## config.mk

```make
export PLATFORM = sky130hd
export DESIGN_NAME = gpio_pin_beacon
export DESIGN_NICKNAME = d
export VERILOG_FILES = /design/src/rtl/gpio_beacon_pkg.sv /design/src/rtl/gpio_pin_beacon_baud_tick.sv /design/src/rtl/gpio_pin_beacon.sv
export SDC_FILE = /design/constraint.sdc
export NUM_CORES = 1
export LEC_CHECK = 0
export ABC_AREA = 1
export BUFFER_PORTS_ARGS = -buffer_cell sky130_fd_sc_hd__buf_2
export CELL_PAD_IN_SITES_DETAIL_PLACEMENT = 1
export CELL_PAD_IN_SITES_GLOBAL_PLACEMENT = 2
export CORE_MARGIN = 2
export CORE_UTILIZATION = 31
export DETAILED_ROUTE_END_ITERATION = 8
export GPL_TIMING_DRIVEN = 0
export MAX_ROUTING_LAYER = met4
export PLACE_DENSITY_LB_ADDON = 0.3
export REMOVE_ABC_BUFFERS = 1
export SYNTH_ARGS = -nofsm -noshare
export SYNTH_HDL_FRONTEND = slang
export SYNTH_HIERARCHICAL = 1
export SYNTH_SLANG_ARGS = --single-unit
```

## constraint.sdc

```tcl
create_clock -name clk -period 2.7 [get_ports clk]
set_input_delay 0.27 -clock clk [delete_from_list [all_inputs] [get_ports clk]]
set_output_delay 0.27 -clock clk [all_outputs]
set_load 0.02 [all_outputs]
```

## src/rtl/gpio_beacon_pkg.sv

```systemverilog
// Shared constants for the GPIO pin beacon: the header pin map, message characters and sequencer states.
package gpio_beacon_pkg;

  localparam int MAX_PINS = 32;

  // Index i is the header pin number driven by gpio_out[i].
  localparam int PIN_NUMS [MAX_PINS] = '{
    23, 25, 26, 27, 32, 35, 31, 37, 34, 43, 36, 42, 38, 28, 20, 10,
    12, 21, 13, 19, 18, 11,  9,  6, 44,  4,  3, 48, 45, 47, 46,  2
  };

  localparam int MSG_LEN = 9;

  localparam logic [7:0] ASCII_G    = 8'h47;
  localparam logic [7:0] ASCII_P    = 8'h50;
  localparam logic [7:0] ASCII_I    = 8'h49;
  localparam logic [7:0] ASCII_O    = 8'h4F;
  localparam logic [7:0] ASCII_CR   = 8'h0D;
  localparam logic [7:0] ASCII_LF   = 8'h0A;
  localparam logic [7:0] ASCII_ZERO = 8'h30;
  localparam logic [7:0] IDLE_CHAR  = 8'hFF;

  typedef enum logic [1:0] {GAP, START, DATA, STOP} beacon_state_e;

  function automatic logic [7:0] tens_char(input int pin);
    return ASCII_ZERO + 8'(pin / 10);
  endfunction

  function automatic logic [7:0] ones_char(input int pin);
    return ASCII_ZERO + 8'(pin % 10);
  endfunction

  function automatic logic [7:0] msg_char(input logic [3:0] idx, input logic [7:0] tens,
                                          input logic [7:0] ones);
    logic [7:0] c;
    case (idx)
      4'd0:    c = ASCII_G;
      4'd1:    c = ASCII_P;
      4'd2:    c = ASCII_I;
      4'd3:    c = ASCII_O;
      4'd4:    c = tens;
      4'd5:    c = ones;
      4'd6:    c = ASCII_CR;
      4'd7:    c = ASCII_LF;
      default: c = IDLE_CHAR;
    endcase
    return c;
  endfunction

  // The trailing idle character keeps its start bit high so the whole char-time is idle line.
  function automatic logic line_bit(input beacon_state_e st, input logic [3:0] idx,
                                    input logic [2:0] bit_idx, input logic [7:0] tens,
                                    input logic [7:0] ones);
    logic [7:0] c;
    logic       v;
    c = msg_char(idx, tens, ones);
    case (st)
      START:   v = (idx == 4'(MSG_LEN - 1));
      DATA:    v = c[bit_idx];
      default: v = 1'b1;
    endcase
    return v;
  endfunction

endpackage

```

## src/rtl/gpio_pin_beacon_baud_tick.sv

```systemverilog
// Free-running baud timer: one-cycle tick every CLOCK_HZ/BAUD clocks.
module baud_tick #(
  parameter int CLOCK_HZ = 12_000_000,
  parameter int BAUD     = 115_200
) (
  input  logic clk,
  input  logic reset,
  output logic tick
);

  localparam int DIV = CLOCK_HZ / BAUD;
  localparam int CW  = (DIV < 2) ? 1 : $clog2(DIV);
  localparam logic [CW-1:0] RELOAD = CW'(DIV - 1);

  if (DIV < 2) begin : g_div_check
    $error("baud_tick: CLOCK_HZ/BAUD must be at least 2");
  end

  logic [CW-1:0] count;

  always_ff @(posedge clk or posedge reset) begin
    if (reset) begin
      count <= RELOAD;
    end else if (count == '0) begin
      count <= RELOAD;
    end else begin
      count <= count - 1'b1;
    end
  end

  assign tick = (count == '0);

endmodule

```

## src/rtl/gpio_pin_beacon.sv

```systemverilog
// Drives every GPIO pin with a repeating 8N1 "GPIOnn\r\n" message naming that pin.
module gpio_pin_beacon
  import gpio_beacon_pkg::*;
#(
  parameter int CLOCK_HZ = 12_000_000,
  parameter int BAUD     = 115_200,
  parameter int GAP_BITS = 16,
  parameter int NUM_PINS = 32
) (
  input  logic                clk,
  input  logic                reset,
  input  logic                enable,
  output logic [NUM_PINS-1:0] gpio_out,
  output logic                msg_done,
  output logic                busy
);

  localparam int GW = $clog2(GAP_BITS + 1);
  localparam logic [GW-1:0] GAP_RELOAD = GW'(GAP_BITS);
  localparam logic [3:0]    LAST_CHAR  = 4'(MSG_LEN - 1);

  if (GAP_BITS < 1) begin : g_gap_check
    $error("gpio_pin_beacon: GAP_BITS must be at least 1");
  end
  if (NUM_PINS < 1 || NUM_PINS > MAX_PINS) begin : g_pins_check
    $error("gpio_pin_beacon: NUM_PINS out of range");
  end

  logic                tick;
  beacon_state_e       state, state_nx;
  logic [3:0]          char_idx, char_idx_nx;
  logic [2:0]          bit_idx, bit_idx_nx;
  logic [GW-1:0]       gap_cnt, gap_cnt_nx;
  logic                busy_nx, done_nx;
  logic [NUM_PINS-1:0] line_nx;

  baud_tick #(.CLOCK_HZ(CLOCK_HZ), .BAUD(BAUD)) u_baud (
    .clk  (clk),
    .reset(reset),
    .tick (tick)
  );

  // While disabled the gap count is held at full, so a restart always waits a complete gap.
  always_comb begin
    state_nx    = state;
    char_idx_nx = char_idx;
    bit_idx_nx  = bit_idx;
    gap_cnt_nx  = gap_cnt;
    busy_nx     = busy;
    done_nx     = 1'b0;
    if (tick) begin
      case (state)
        GAP: begin
          if (!enable) begin
            gap_cnt_nx = GAP_RELOAD;
          end else if (gap_cnt <= GW'(1)) begin
            gap_cnt_nx  = '0;
            state_nx    = START;
            char_idx_nx = '0;
            busy_nx     = 1'b1;
          end else begin
            gap_cnt_nx = gap_cnt - 1'b1;
          end
        end
        START: begin
          state_nx   = DATA;
          bit_idx_nx = '0;
        end
        DATA: begin
          if (bit_idx == 3'd7) begin
            state_nx = STOP;
          end else begin
            bit_idx_nx = bit_idx + 3'd1;
          end
        end
        STOP: begin
          if (char_idx == LAST_CHAR) begin
            done_nx    = 1'b1;
            busy_nx    = 1'b0;
            gap_cnt_nx = GAP_RELOAD;
            state_nx   = GAP;
          end else if (enable) begin
            char_idx_nx = char_idx + 4'd1;
            state_nx    = START;
          end else begin
            busy_nx    = 1'b0;
            gap_cnt_nx = GAP_RELOAD;
            state_nx   = GAP;
          end
        end
        default: state_nx = GAP;
      endcase
    end
  end

  // Line levels come from the next state so every pin flips on the same edge as the state.
  for (genvar i = 0; i < NUM_PINS; i++) begin : g_pin
    localparam logic [7:0] PIN_TENS = tens_char(PIN_NUMS[i]);
    localparam logic [7:0] PIN_ONES = ones_char(PIN_NUMS[i]);
    assign line_nx[i] = line_bit(state_nx, char_idx_nx, bit_idx_nx, PIN_TENS, PIN_ONES);
  end

  always_ff @(posedge clk or posedge reset) begin
    if (reset) begin
      state    <= GAP;
      char_idx <= '0;
      bit_idx  <= '0;
      gap_cnt  <= GAP_RELOAD;
      busy     <= 1'b0;
      msg_done <= 1'b0;
      gpio_out <= '1;
    end else begin
      state    <= state_nx;
      char_idx <= char_idx_nx;
      bit_idx  <= bit_idx_nx;
      gap_cnt  <= gap_cnt_nx;
      busy     <= busy_nx;
      msg_done <= done_nx;
      gpio_out <= line_nx;
    end
  end

endmodule

```

# Word-level counts from Yosys, hierarchy flattened
# Memory sizes are Yosys's and may differ from the RTL's.
# Cells that the tools add are included.
[word_totals]
word_cells = 220
rom_bits = 1792
reg_bits = 55
output_inout_bits = 34
in_bits = 3
mem_count = 32
[op_classes]
addsub = 4
n_eq_ne = 11
order_cmp = 2
reduce_logical = 5
n_mux = 158
[mem_list]
columns = ["name", "words", "word_bits", "read_ports", "rd_clocked_by_memory_dff", "wr", "line", "text"]
rows = [
  ["(no name shown)", 8, 7, 1, 0, 0, "gpio_beacon_pkg.sv:36", "case (idx)"],
  ["(no name shown)", 8, 7, 1, 0, 0, "gpio_beacon_pkg.sv:36", ""],
  ["(no name shown)", 8, 7, 1, 0, 0, "gpio_beacon_pkg.sv:36", ""],
  ["(no name shown)", 8, 7, 1, 0, 0, "gpio_beacon_pkg.sv:36", ""],
  ["(no name shown)", 8, 7, 1, 0, 0, "gpio_beacon_pkg.sv:36", ""],
  ["(no name shown)", 8, 7, 1, 0, 0, "gpio_beacon_pkg.sv:36", ""],
  ["26 more memories", "--", "--", "--", "--", "--", "--", ""],
]
[ops]
columns = ["op", "count"]
rows = [
  ["8-bit 2-to-1 mux", 32],
  ["1-bit binary-select mux with 3-bit select", 32],
  ["1-bit case mux with 2 select lines", 33],
  ["1-bit 2-to-1 mux", 41],
  ["4-bit 2-to-1 mux", 5],
  ["5-bit 2-to-1 mux", 4],
  ["5-bit case mux with 2 select lines", 1],
  ["4-bit equality test (second input constant)", 2],
  ["2-bit 2-to-1 mux", 4],
  ["2-bit case mux with 4 select lines", 1],
  ["4-bit case mux with 2 select lines", 1],
  ["7-bit logical NOT", 1],
  ["7-bit 2-to-1 mux", 1],
  ["7-bit by 1-bit subtractor with 7-bit output (second input constant)", 1],
  ["2-bit equality test (second input constant)", 3],
  ["3-bit 2-to-1 mux", 2],
  ["3-bit case mux with 2 select lines", 1],
  ["5-bit by 1-bit <= comparator with 1-bit output (second input constant)", 1],
  ["5-bit AND reduction", 1],
  ["5-bit by 1-bit subtractor with 5-bit output (second input constant)", 1],
  ["4-bit by 1-bit adder with 4-bit output (second input constant)", 1],
  ["2-bit by 1-bit equality test with 1-bit output (second input constant)", 2],
  ["3-bit by 4-bit < comparator with 1-bit output (second input constant)", 1],
  ["2-bit != test (second input constant)", 2],
  ["6 further kinds", 6],
]

# Logic depth before layout (Yosys ltp)
# Gate-level depths: netlist (run 1).
# An unclocked memory read counts as a cell.
[depth]
ltp_word = 10
depth_mapped = 22
ltp_nobuf = 22

# By module
# The synthesis (run 1) kept the hierarchy.
[by_module_without_submodules]
columns = ["mod", "cells_each", "area_each_um2", "seq_area_each_um2", "instances"]
rows = [
  ["gpio_pin_beacon", 390, 2939.1, 1242.4, 1],
  ["baud_tick", 49, 401.6, 181.4, 1],
]

# Least setup slack after synthesis (run 1)
# Ideal clock, no wire load.
[synth_path]
path_kind = "flip-flop to flip-flop"
start = "register u_baud.count[0]"
end = "register gpio_out[10]"
n_path_buf = 0
setup_slack_ns = -0.026
synth_period_minus_slack_ns = 2.726
arrival_ns = 2.647
required_ns = 2.621
path_stages_with_launch = 21
setup_time_ns = 0.079
cell_sequence = "dfstp_2 > inv_1 > ha_1 > nand2_4 > nor2_4 > inv_2 > or2_4 > clkinv_1 > nand3_2 > a21oi_4 > inv_1 > ha_1 > inv_1 > nand2_2 > nand2_1 > o21ai_1 > nand2_2 > nand2_1 > nand2_1 > nand2_1 > nand2_1"
[synth_between]
elab_chain_cells = 7
word_cells_on_any_way = 12
classes_between = "eq/ne (3); mux (7); reduce/logical (1); memory (1)"
[synth_lines]
columns = ["element", "line", "text"]
rows = [
  ["from (decl)", "gpio_pin_beacon_baud_tick.sv:19", "logic [CW-1:0] count;"],
  ["from (signal assigned)", "gpio_pin_beacon_baud_tick.sv:27", "count <= count - 1'b1;"],
  ["7-bit logical NOT (*)", "gpio_pin_beacon_baud_tick.sv:31", "assign tick = (count == '0);"],
  ["via tick", "gpio_pin_beacon.sv:29", "logic tick;"],
  ["4-bit 2-to-1 mux", "gpio_pin_beacon.sv:51", "if (tick) begin"],
  ["memory 8 x 7 bit", "--", ""],
  ["8-bit 2-to-1 mux", "gpio_beacon_pkg.sv:36", ""],
  ["1-bit binary-select mux with 3-bit select", "gpio_beacon_pkg.sv:59", "DATA: v = c[bit_idx];"],
  ["1-bit 2-to-1 mux (not written as such)", "gpio_beacon_pkg.sv:59", ""],
  ["1-bit case mux with 2 select lines (*)", "gpio_beacon_pkg.sv:57", "case (st)"],
  ["via line_nx[10]", "gpio_pin_beacon.sv:35", "logic [NUM_PINS-1:0] line_nx;"],
  ["to (signal assigned)", "gpio_pin_beacon.sv:119", "gpio_out <= line_nx;"],
  ["to (decl)", "gpio_pin_beacon.sv:13", "output logic [NUM_PINS-1:0] gpio_out,"],
]
# The timed path passes the listed nets; every way through them passes the cells marked *. The select of a mux whose other input is x is not followed.
# A chain may end at the register's enable or synchronous reset.

# Worst setup path after layout (run 1)
[layout_path]
start = "register u_baud.count[0]"
end = "register gpio_out[30]"
# The elaborated chain is that of the path after synthesis.

==> flow_summary.toml, run 1 <==
[drt]
drt-total-wl_mm = 9.76
first_pass_iters = 5
antenna_left = 0
viasPerCell = 4.69
drc = 0
vias = 3052
drt_iter0_markers = 79
wl_per_cell_um = 15.0

[setup_path]
path_class = "register to register"
rrSetupSlack_ns = -0.09
critPathBufInv = 6
cpMaxStageDelayCell = "dfstp_2"
rr_endpoint = "gpio_out[30]"
arrival_ns = 3.06
crit_path_end_kind = "register"
r2r_cells = 18
cp-startpoint = "u_baud/count[0]"
slowest_delay_ns = 0.41
rr_startpoint = "u_baud/count[0]"
worstPathRequired_ns = 2.97
crit_family = "simple AND/OR/NAND/NOR gates"
startpoint_type = "register"
cp_max_fo = 7
path_cells = "inv_4 > ha_4 > nand2_4 > nor2_4 > inv_2 > or2_4 > nor2_4 > buf_6 > nand4_1 > nand2_4 > buf_6 > ha_4 > o211ai_1 > buf_4 > a31oi_4 > clkbuf_16 > nand2_1 > nand2_1"

[final_layout]
fillCellCount = 1271
n_antenna_cell = 0
drive_gt1_share_pct = 48.0
layout_commonest_cell = "nand2_1"
final_cell_mix = "nand2_1, nand2_2, dfstp_2, buf_2, inv_1"
areaGrowthSynthToFinish_pct = 36.6
final_util_pct = 43.8
fin_nets = 534
fin_area_um2 = 4560

[place]
io_buffers = 36
dp_slack_ns = -0.944
dpl_cell_area_um2 = 3640
gp_congestion = 0.806
place_hpwl_mm = 5.56

[synthesis]
synth_top_flop_cell = "dfstp_2"
synth_top_area_share_pct = 29.9
synthTopCellsByArea = "dfstp_2, nand2_1, dfrtp_1"
yosysWarnings = 6
syn_area_per_cell_um2 = 7.61
synthArstFlopShare_pct = 100
syn_area_um2 = 3340
ys_types = 43
synth_top_cell_by_area = "dfstp_2"
synth-edff-count = 0
yosysSeqAreaShare_pct = 42.6
synth_cells = 439
synth_seq_cells = 55

[worst_hold_path]
hold_path_class = "primary input to register"
holdPathEnd = "gap_cnt[4]"
hold_depth = 3
worstHoldStart = "enable"

[floorplanning]
pin_count = 37
die-area_um2 = 11600
die_height_um = 108
die_width_um = 108
row_count = 37
coreArea_um2 = 10400
initial_core_util_pct = 32.1

[pwr]
ir_worst_vdd_v = 0.000152
p_sw_mw = 0.301
combPwrFrac_pct = 2.0
switching_share_pct = 22.8
p_leak_nw = 2.39
pwr-share-clk_pct = 35.4
seqPwrFrac_pct = 62.7
p_total_mw = 1.32
p_per_area_nw_per_um2 = 289
intPower_mw = 1.02

[flow_run]
drv_cap = 0

[global_route]
grt_pass1_wl_mm = 16.0
grt_max_degree = 26
antenna_found_initial = 0
overflow = 0
grt.total_usage_pct = 18.0
grt_pass1_vias = 3193

[run_status]
violations = "negative setup slack"
status = "finished with violations"

[timing]
fin_ws_ns = -0.0912
drv_slew = 0
finalSetupViolCount = 32
finClkSkew_ns = 0.0160
hold_viol = 0
min_period_over_period_pct = 103
tightestPinTransition_ns = 0.520
holdWs_ns = 0.380
relSlewSlack_pct = 65.2
rsz0062_at_grt = "true"
final.min_clock_period_ns = 2.79
max_freq_ghz = 0.358

[clock_network]
clock-sinks = 55
cts_tree = "yes"
cts_root_buf = "clkbuf_8"
htree_levels = 2
clk_pin_slew_ns = 0.11
clock_path_buffers = 2
cts_made_buffers = 5
clock_latency_ns = 0.32
==> worst max-delay path by stage <==
stage                         endpoint  slack (ns)  cells after the start
after floorplan            gpio_out[0]       -0.76                     13
after global placement     gpio_out[2]       -1.89                     13
after detailed placement  gpio_out[16]       -0.94                     13
after CTS                 gpio_out[16]       -0.03                     18
after global routing      gpio_out[30]       -0.22                     18
final                     gpio_out[30]       -0.09                     18
==> registers in the layout, indices dropped and copies added (netlist names) <==
register,cells
gpio_out,32
u_baud/count,7
gap_cnt,5
char_idx,4
bit_idx,3
state,2
busy,1
msg_done,1
==> cells in the mapped netlist (2+ instances only) <==
library cell / count
inv_2: 4
buf_6: 4
o21ai_0: 7
nand3_1: 22
nand2_1: 206
ha_1: 17
nor2_4: 4
buf_2: 5
nand3_2: 4
dfstp_2: 38
inv_1: 40
nand4_1: 5
nor2_1: 15
dfrtp_1: 17
nor2_2: 4
buf_4: 3
a21oi_1: 6
nor4_1: 2
nand2_2: 12
==> worst min-delay path, cell delays in order <==
cell and delay [ns]:
buf_2 0.16, nand4_1 0.11, o22a_1 0.12
==> routing by layer <==
metal / track usage, % / part of all wire, % / vias to the layer above
met4: 5.13 / 1.2 / 0
met2: 29.6 / 50 / 36
met3: 2.36 / 2.1 / 10
met1: 23.4 / 46 / 1486
li1: - / - / 1520
met5: - / 0 / -
==> power by group through the flow <==
| stage | combinational, mW | clock, mW | sequential (mW) |
|---|---|---|---|
| after floorplan | 0.0131 | 0 | 0.840 |
| after global placement | 0.0218 | 0 | 0.840 |
| after detailed placement | 0.0263 | 0 | 0.840 |
| after CTS | 0.0276 | 0.498 | 0.827 |
| after global routing | 0.0302 | 0.521 | 0.827 |
| final | 0.0260 | 0.467 | 0.827 |
==> final cells by class <==
| type | count | area [um^2] | share of cell area (%) |
|---|---|---|---|
| inverters | 45 | 184 | 4.03 |
| flip-flops and latches | 55 | 1430 | 31.2 |
| clock inverters | 1 | 6.26 | 0.137 |
| multi-input cells | 330 | 2110 | 46.2 |
| repair buffers | 76 | 587 | 12.9 |
| repair inverters | 1 | 7.51 | 0.165 |
| clock buffers | 7 | 76.3 | 1.67 |
| well taps | 136 | 170 | 3.73 |
==> timing repair <==
item | in CTS | in global routing
hold endpoints to repair | 2 | 0
endpoints found under the setup margin | 32 | 32
buffers inserted | 28 | 8
hold buffers | 1 | 0
pin swaps | 45 | 28
gates cloned | 6 | 1
gates resized for setup | 60 | 67
==> stage by stage <==
| stage | instances | TNS (ns) |
|---|---|---|
| after floorplan | 426 | -24.34 |
| after global placement | 598 | -59.69 |
| after detailed placement | 600 | -29.44 |
| after CTS | 642 | -0.247 |
| after global routing | 651 | -5.99 |
| final | 651 | -1.90 |
==> logic make-up after synthesis <==
| family | Yosys count | synth area share (%) |
|---|---|---|
| AO/OA/AOI/OAI | 27 | 6.22 |
| XOR/XNOR | 2 | 0.524 |
| adder cells (fa/ha/maj) | 17 | 6.37 |
| buffers and inverters | 58 | 7.94 |
| flip-flops | 55 | 42.6 |
| AND/OR/NAND/NOR | 280 | 36.3 |
Note: power is estimated with default switching activity, not from simulation.
==> run 2, diff against run 1 <==
--- a/config.mk
+++ b/config.mk
@@ -18,5 +18,4 @@
 export REMOVE_ABC_BUFFERS = 1
 export SYNTH_ARGS = -nofsm -noshare
 export SYNTH_HDL_FRONTEND = slang
-export SYNTH_HIERARCHICAL = 1
 export SYNTH_SLANG_ARGS = --single-unit
==> run 2 against run 1 <==
Compared with the run above: the flow now finishes without violations; design area fell by 9.8%; critical path type unchanged; clock power down 5.1%; hold slack lost 0.050 ns; combinational power rose to 11 times the previous value; sequential share of layout area is 3.4 points higher.
==> flow_summary.toml, run 2 <==
[timing]
final.min_clock_period_ns = 2.54
hold_viol = 0
min_period_over_period_pct = 93.9
relSlewSlack_pct = 57.7
finalSetupViolCount = 0
finClkSkew_ns = 0.00712
tightestPinTransition_ns = 0.631
drv_slew = 0
rsz0062_at_grt = "true"
max_freq_ghz = 0.394

[drt]
drt-total-wl_mm = 8.74
drt_iter0_markers = 81
wl_per_cell_um = 13.7
first_pass_iters = 4
vias = 2959
drc = 0
viasPerCell = 4.64
antenna_left = 0

[clock_network]
clock_path_buffers = 2
cts_made_buffers = 5
clock_latency_ns = 0.30
cts_root_buf = "clkbuf_8"
cts_tree = "yes"
clk_pin_slew_ns = 0.10
htree_levels = 2
ctsHoldBuffers = 0
clock-sinks = 55

[floorplanning]
row_count = 37
initial_core_util_pct = 32.1
pin_count = 37
die_height_um = 108
die-area_um2 = 11600
coreArea_um2 = 10400
die_width_um = 108

[synthesis]
syn_area_per_cell_um2 = 7.47
yosysWarnings = 0
synth_top_area_share_pct = 29.9
yosysSeqAreaShare_pct = 42.6
synth_seq_cells = 55
synth-edff-count = 0
synthTopCellsByArea = "dfstp_2, nand2_1, dfrtp_1"
synth_cells = 448
syn_area_um2 = 3340
ys_types = 40
synth_top_cell_by_area = "dfstp_2"
synthArstFlopShare_pct = 100
synth_top_flop_cell = "dfstp_2"
synth_common_cells = "nand2_1, dfstp_2, inv_1"
synth_most_common_cell = "nand2_1"

[setup_path]
critPathBufInv = 3
crit_top_cell = "nand2_1"
slowest_delay_ns = 0.63
path_class = "register to register"
startpoint_type = "register"
crit_family = "buffers and inverters"
cpMaxStageDelayCell = "clkinvlp_2"
path_cells = "inv_2 > ha_4 > nand2_2 > nor2_8 > nand3b_2 > clkinv_1 > a21oi_2 > clkinvlp_2 > nand2_1 > nand2_1 > nand2_1"
cp_max_fo = 16
worstPathRequired_ns = 2.95
crit_path_end_kind = "register"
arrival_ns = 2.79

[pwr]
p_per_area_nw_per_um2 = 400
p_leak_nw = 2.01
ir_worst_vdd_v = 0.000241
p_total_mw = 1.65

[global_route]
grt_pass1_vias = 3228
grt_pass1_wl_mm = 15.3
antenna_found_initial = 0
overflow = 0
grt_max_degree = 32
grt.total_usage_pct = 17.0

[final_layout]
drive_gt1_share_pct = 34.7
final_cell_mix = "nand2_1, dfstp_2, buf_2, inv_1, nand2_2"
fin_nets = 520
layout_commonest_cell = "nand2_1"
largest_reg_flops = 32
top_regs = "gpio_out x32, u_baud.count x7, gap_cnt x5"
fillCellCount = 1285
fin_area_um2 = 4110
n_antenna_cell = 0
areaGrowthSynthToFinish_pct = 23.0
regMostFlops = "gpio_out"

[run_status]
status = "complete, no violations"

[place]
place_hpwl_mm = 5.82
gp_congestion = 0.814
io_buffers = 36
dpl_cell_area_um2 = 3630

[flow_run]
drv_cap = 0

[worst_hold_path]
hold_path_class = "primary input to asynchronous set/reset pin"
run 2: cell types whose count changed after synthesis, sizes merged, moves of 3 or more:
| cell | delta |
|---|---|
| or2 | -3 |
| nand3 | -7 |
| nand4 | -3 |
| nand2 | +15 |
| o21ai | +5 |
run 2: worst paths after layout:
path	startpoint	end	slack, ns	depth (start not counted)
min reg2reg	u_baud.count[0]	u_baud.count[0]	0.47	1
max in group asynchronous	reset	gap_cnt[4]	2.09	3
min	reset	gpio_out[26]	0.33	2
min in group clk	enable	gap_cnt[4]	0.41	4
max reg2reg	u_baud.count[0]	gpio_out[4]	0.16	11
max	u_baud.count[0]	gpio_out[4]	0.16	11
run 2: per-layer routing:
| metal | vias up | part of all wire [%] | global-route usage (%) | routed length, um |
|---|---|---|---|---|
| li1 | 1475 | - | - | - |
| met1 | 1442 | 49 | 22.0 | 4270 |
| met2 | 33 | 48 | 28.6 | 4190 |
| met3 | 9 | 1.8 | 1.82 | 160 |
| met4 | 0 | 1.3 | 4.12 | 113 |
| met5 | - | 0 | - | 0 |
run 2: repair_timing:
| item | in CTS | in global routing |
|---|---|---|
| pin swaps | 9 | 18 |
| gates resized for setup | 24 | 29 |
| gates cloned | 4 | 0 |
| buffers inserted | 10 | 8 |
| setup endpoints to repair | 32 | 32 |
run 2: metrics by stage:
step	hold WS, ns	util, %	TNS (ns)	instances	worst slack (ns)
finish	0.330	39.5	0	638	0.164
global route	0.380	39.5	-0.229	638	-0.0304
CTS	0.353	37.9	0	630	0.00259
detailed placement	0.439	34.9	-17.62	608	-0.580
global placement	0.435	34.5	-53.09	606	-1.69
floorplan	0.428	-	-20.76	434	-0.649
run 2: area by class of cell:
| type | instances | area (um^2) | share of cell area, % |
|---|---|---|---|
| multi-input combinational | 337 | 1880 | 45.7 |
| sequential | 55 | 1430 | 34.6 |
| timing repair buffer | 56 | 375 | 9.12 |
| inverter | 45 | 175 | 4.26 |
| tap | 136 | 170 | 4.14 |
| clock buffer | 7 | 76.3 | 1.86 |
| clock inverter | 1 | 5.00 | 0.122 |
| timing repair inverter | 1 | 5.00 | 0.122 |
run 2: kinds of logic after synthesis:
logic type | share of synthesized area, %
xor gates and xnor gates | 1.05
AOI/OAI and AO/OA | 5.42
adders and majority gates | 5.99
and+or+nand+nor | 36.8
DFF | 42.6
buffers and inverters | 8.12
run 2: report_power, final:
group | internal, mW | switching, mW | total, mW | leakage [nW]
Combinational | 0.0954 | 0.190 | 0.285 | 1.34
Clock | 0.183 | 0.260 | 0.443 | 0.0422
Sequential | 0.905 | 0.0128 | 0.918 | 0.622
==> run 3, diff against run 2 <==
--- a/config.mk
+++ b/config.mk
@@ -10,7 +10,7 @@
 export CELL_PAD_IN_SITES_DETAIL_PLACEMENT = 1
 export CELL_PAD_IN_SITES_GLOBAL_PLACEMENT = 2
 export CORE_MARGIN = 2
-export CORE_UTILIZATION = 31
+export CORE_UTILIZATION = 34
 export DETAILED_ROUTE_END_ITERATION = 8
 export GPL_TIMING_DRIVEN = 0
 export MAX_ROUTING_LAYER = met4
==> constraint.sdc (replaced) <==
create_clock -name clk -period 2.5 [get_ports clk]
set_input_delay 0.25 -clock clk [delete_from_list [all_inputs] [get_ports clk]]
set_output_delay 0.25 -clock clk [all_outputs]
set_load 0.02 [all_outputs]
==> run 3 against run 2 <==
Compared with the run above: sequential power up 8.0%; register-to-register slack got worse by 0.11 ns; die area fell by 8.5%; critical endpoint is now gpio_out[10]; final cell count rose by 1.3%; count of clock-buffer cells in the layout down 1; non-clock buffer count is 11 higher; design area rose by 8.0%; sequential share of layout area is 2.6 points lower; largest power group unchanged; highest routed layer unchanged.
==> flow_summary.toml, run 3 (synthesized netlist as in run 2, its figures left out) <==
[pwr]
p_leak_nw = 2.13
ir_worst_vdd_v = 0.000189
p_total_mw = 1.84
p_per_area_nw_per_um2 = 413

[global_route]
antenna_found_initial = 0
grt_max_degree = 34
grt_pass1_vias = 3137
overflow = 0
grt_pass1_wl_mm = 15.1
grt.total_usage_pct = 18.8

[timing]
finClkSkew_ns = 0.00939
drv_slew = 0
finalSetupViolCount = 0
rsz0062_at_grt = "true"
min_period_over_period_pct = 97.8
max_freq_ghz = 0.409
hold_viol = 0
tightestPinTransition_ns = 0.580
fin_ws_ns = 0.0551
final.min_clock_period_ns = 2.44
relSlewSlack_pct = 61.2

[setup_path]
cp_max_fo = 5
path_class = "register to register"
startpoint_type = "register"
r2r_cells = 19
crit_path_end_kind = "register"
rr_startpoint = "u_baud.count[0]"
crit_end = "gpio_out[10]"
rr_endpoint = "gpio_out[10]"
worstPathRequired_ns = 2.76
rrSetupSlack_ns = 0.06
cp-startpoint = "u_baud.count[0]"
arrival_ns = 2.70

[drt]
vias = 3032
wl_per_cell_um = 14.7
drt_iter0_markers = 95
antenna_left = 0
drt-total-wl_mm = 9.51
drc = 0
viasPerCell = 4.69
first_pass_iters = 4

[place]
dpl_cell_area_um2 = 3630
gp_congestion = 0.796
dp_slack_ns = -0.681
place_hpwl_mm = 5.71
io_buffers = 36

[final_layout]
fin_area_um2 = 4440
top_regs = "gpio_out x32, u_baud.count x7, gap_cnt x5"
areaGrowthSynthToFinish_pct = 32.9
fin_nets = 532
regMostFlops = "gpio_out"
final_cell_mix = "nand2_1, dfstp_2, buf_2, nand2_2, inv_1"
largest_reg_flops = 32
fillCellCount = 1213
final_util_pct = 46.1
layout_commonest_cell = "nand2_1"
n_antenna_cell = 0
drive_gt1_share_pct = 43.9

[flow_run]
drv_cap = 0

[clock_network]
htree_levels = 2
clock_latency_ns = 0.32
clk_pin_slew_ns = 0.10
clock_path_buffers = 2
clock-sinks = 55
cts_root_buf = "clkbuf_8"
cts_tree = "yes"
cts_made_buffers = 5

[floorplanning]
die-area_um2 = 10600
row_count = 36
coreArea_um2 = 9640
initial_core_util_pct = 34.7
die_height_um = 103
die_width_um = 103
pin_count = 37

[run_status]
status = "complete, no violations"

[worst_hold_path]
hold_path_class = "primary input to asynchronous set/reset pin"
## run 3: cell count changes in the layout (fill, tap and decap cells not counted), sizes merged
cell	before	now
clkbuf	7	6
buf	56	67
nand2	235	236
## run 3: area by class of cell
cell class / instances / area, um^2 / share of cell area, %
clock buffer: 6 / 82.6 / 1.86
clock inverter: 1 / 5.00 / 0.113
tap: 133 / 166 / 3.74
multi-input combinational: 338 / 2100 / 47.2
inverter: 45 / 178 / 4.00
sequential: 55 / 1430 / 32.1
timing repair buffer: 67 / 483 / 10.9
timing repair inverter: 1 / 7.51 / 0.169
## run 3: repair_timing
| action | 4_1_cts | 5_1_grt |
|---|---|---|
| buffers inserted | 17 | 12 |
| gates resized for setup | 47 | 65 |
| gates cloned | 4 | 1 |
| endpoints found under the setup margin | 32 | 32 |
| pin swaps | 23 | 32 |
| hold buffers | 0 | 0 |
## run 3: power by group
part / internal [mW] / switching [mW] / total (mW)
registers: 0.977 / 0.0140 / 0.991
logic: 0.114 / 0.218 / 0.332
clock network: 0.218 / 0.295 / 0.513
total: 1.31 / 0.526 / 1.84
## run 3: routing by layer
| layer | part of all wire, % | GRT usage [%] | up-vias | wire (um) |
|---|---|---|---|---|
| met4 | 1.1 | 5.47 | 0 | 102 |
| li1 | - | - | 1508 | - |
| met5 | 0 | - | - | 0 |
| met3 | 2.7 | 2.42 | 10 | 253 |
| met2 | 51 | 32.0 | 49 | 4870 |
| met1 | 45 | 23.6 | 1465 | 4280 |
## run 3: worst min-delay path by stage
| stage | start | to | slack, ns | cells after the start |
|---|---|---|---|---|
| finish | reset | gpio_out[8] | 0.28 | 2 |
| global route | reset | gpio_out[18] | 0.31 | 2 |
| CTS | reset | gpio_out[18] | 0.29 | 2 |
| detailed placement | u_baud.count[0] | u_baud.count[0] | 0.44 | 1 |
| global placement | u_baud.count[0] | u_baud.count[0] | 0.44 | 1 |
| floorplan | u_baud.count[0] | u_baud.count[0] | 0.43 | 1 |
## run 3: through the flow
step	std cells	setup TNS [ns]	hold WS, ns
detailed placement	605	-21.21	0.438
CTS	633	-0.000907	0.290
floorplan	434	-27.16	0.428
finish	646	0	0.282
global placement	603	-59.50	0.435
global route	646	-2.77	0.313
## run 3: worst max-delay path: stages, from the launching register on
cell     delay, ns
dfstp_2       0.39
inv_2         0.07
ha_4          0.17
nand2_4       0.05
nor2_4        0.11
nand2_4       0.08
nor2_4        0.13
nand3_4       0.14
nand2_4       0.10
nand2_4       0.08
ha_4          0.31
nor2_4        0.06
nor2_4        0.19
nand2_4       0.11
nand2_2       0.07
nand2_1       0.06
nand2_1       0.08
nand2_1       0.05
nand2_1       0.07
nand2_1       0.05
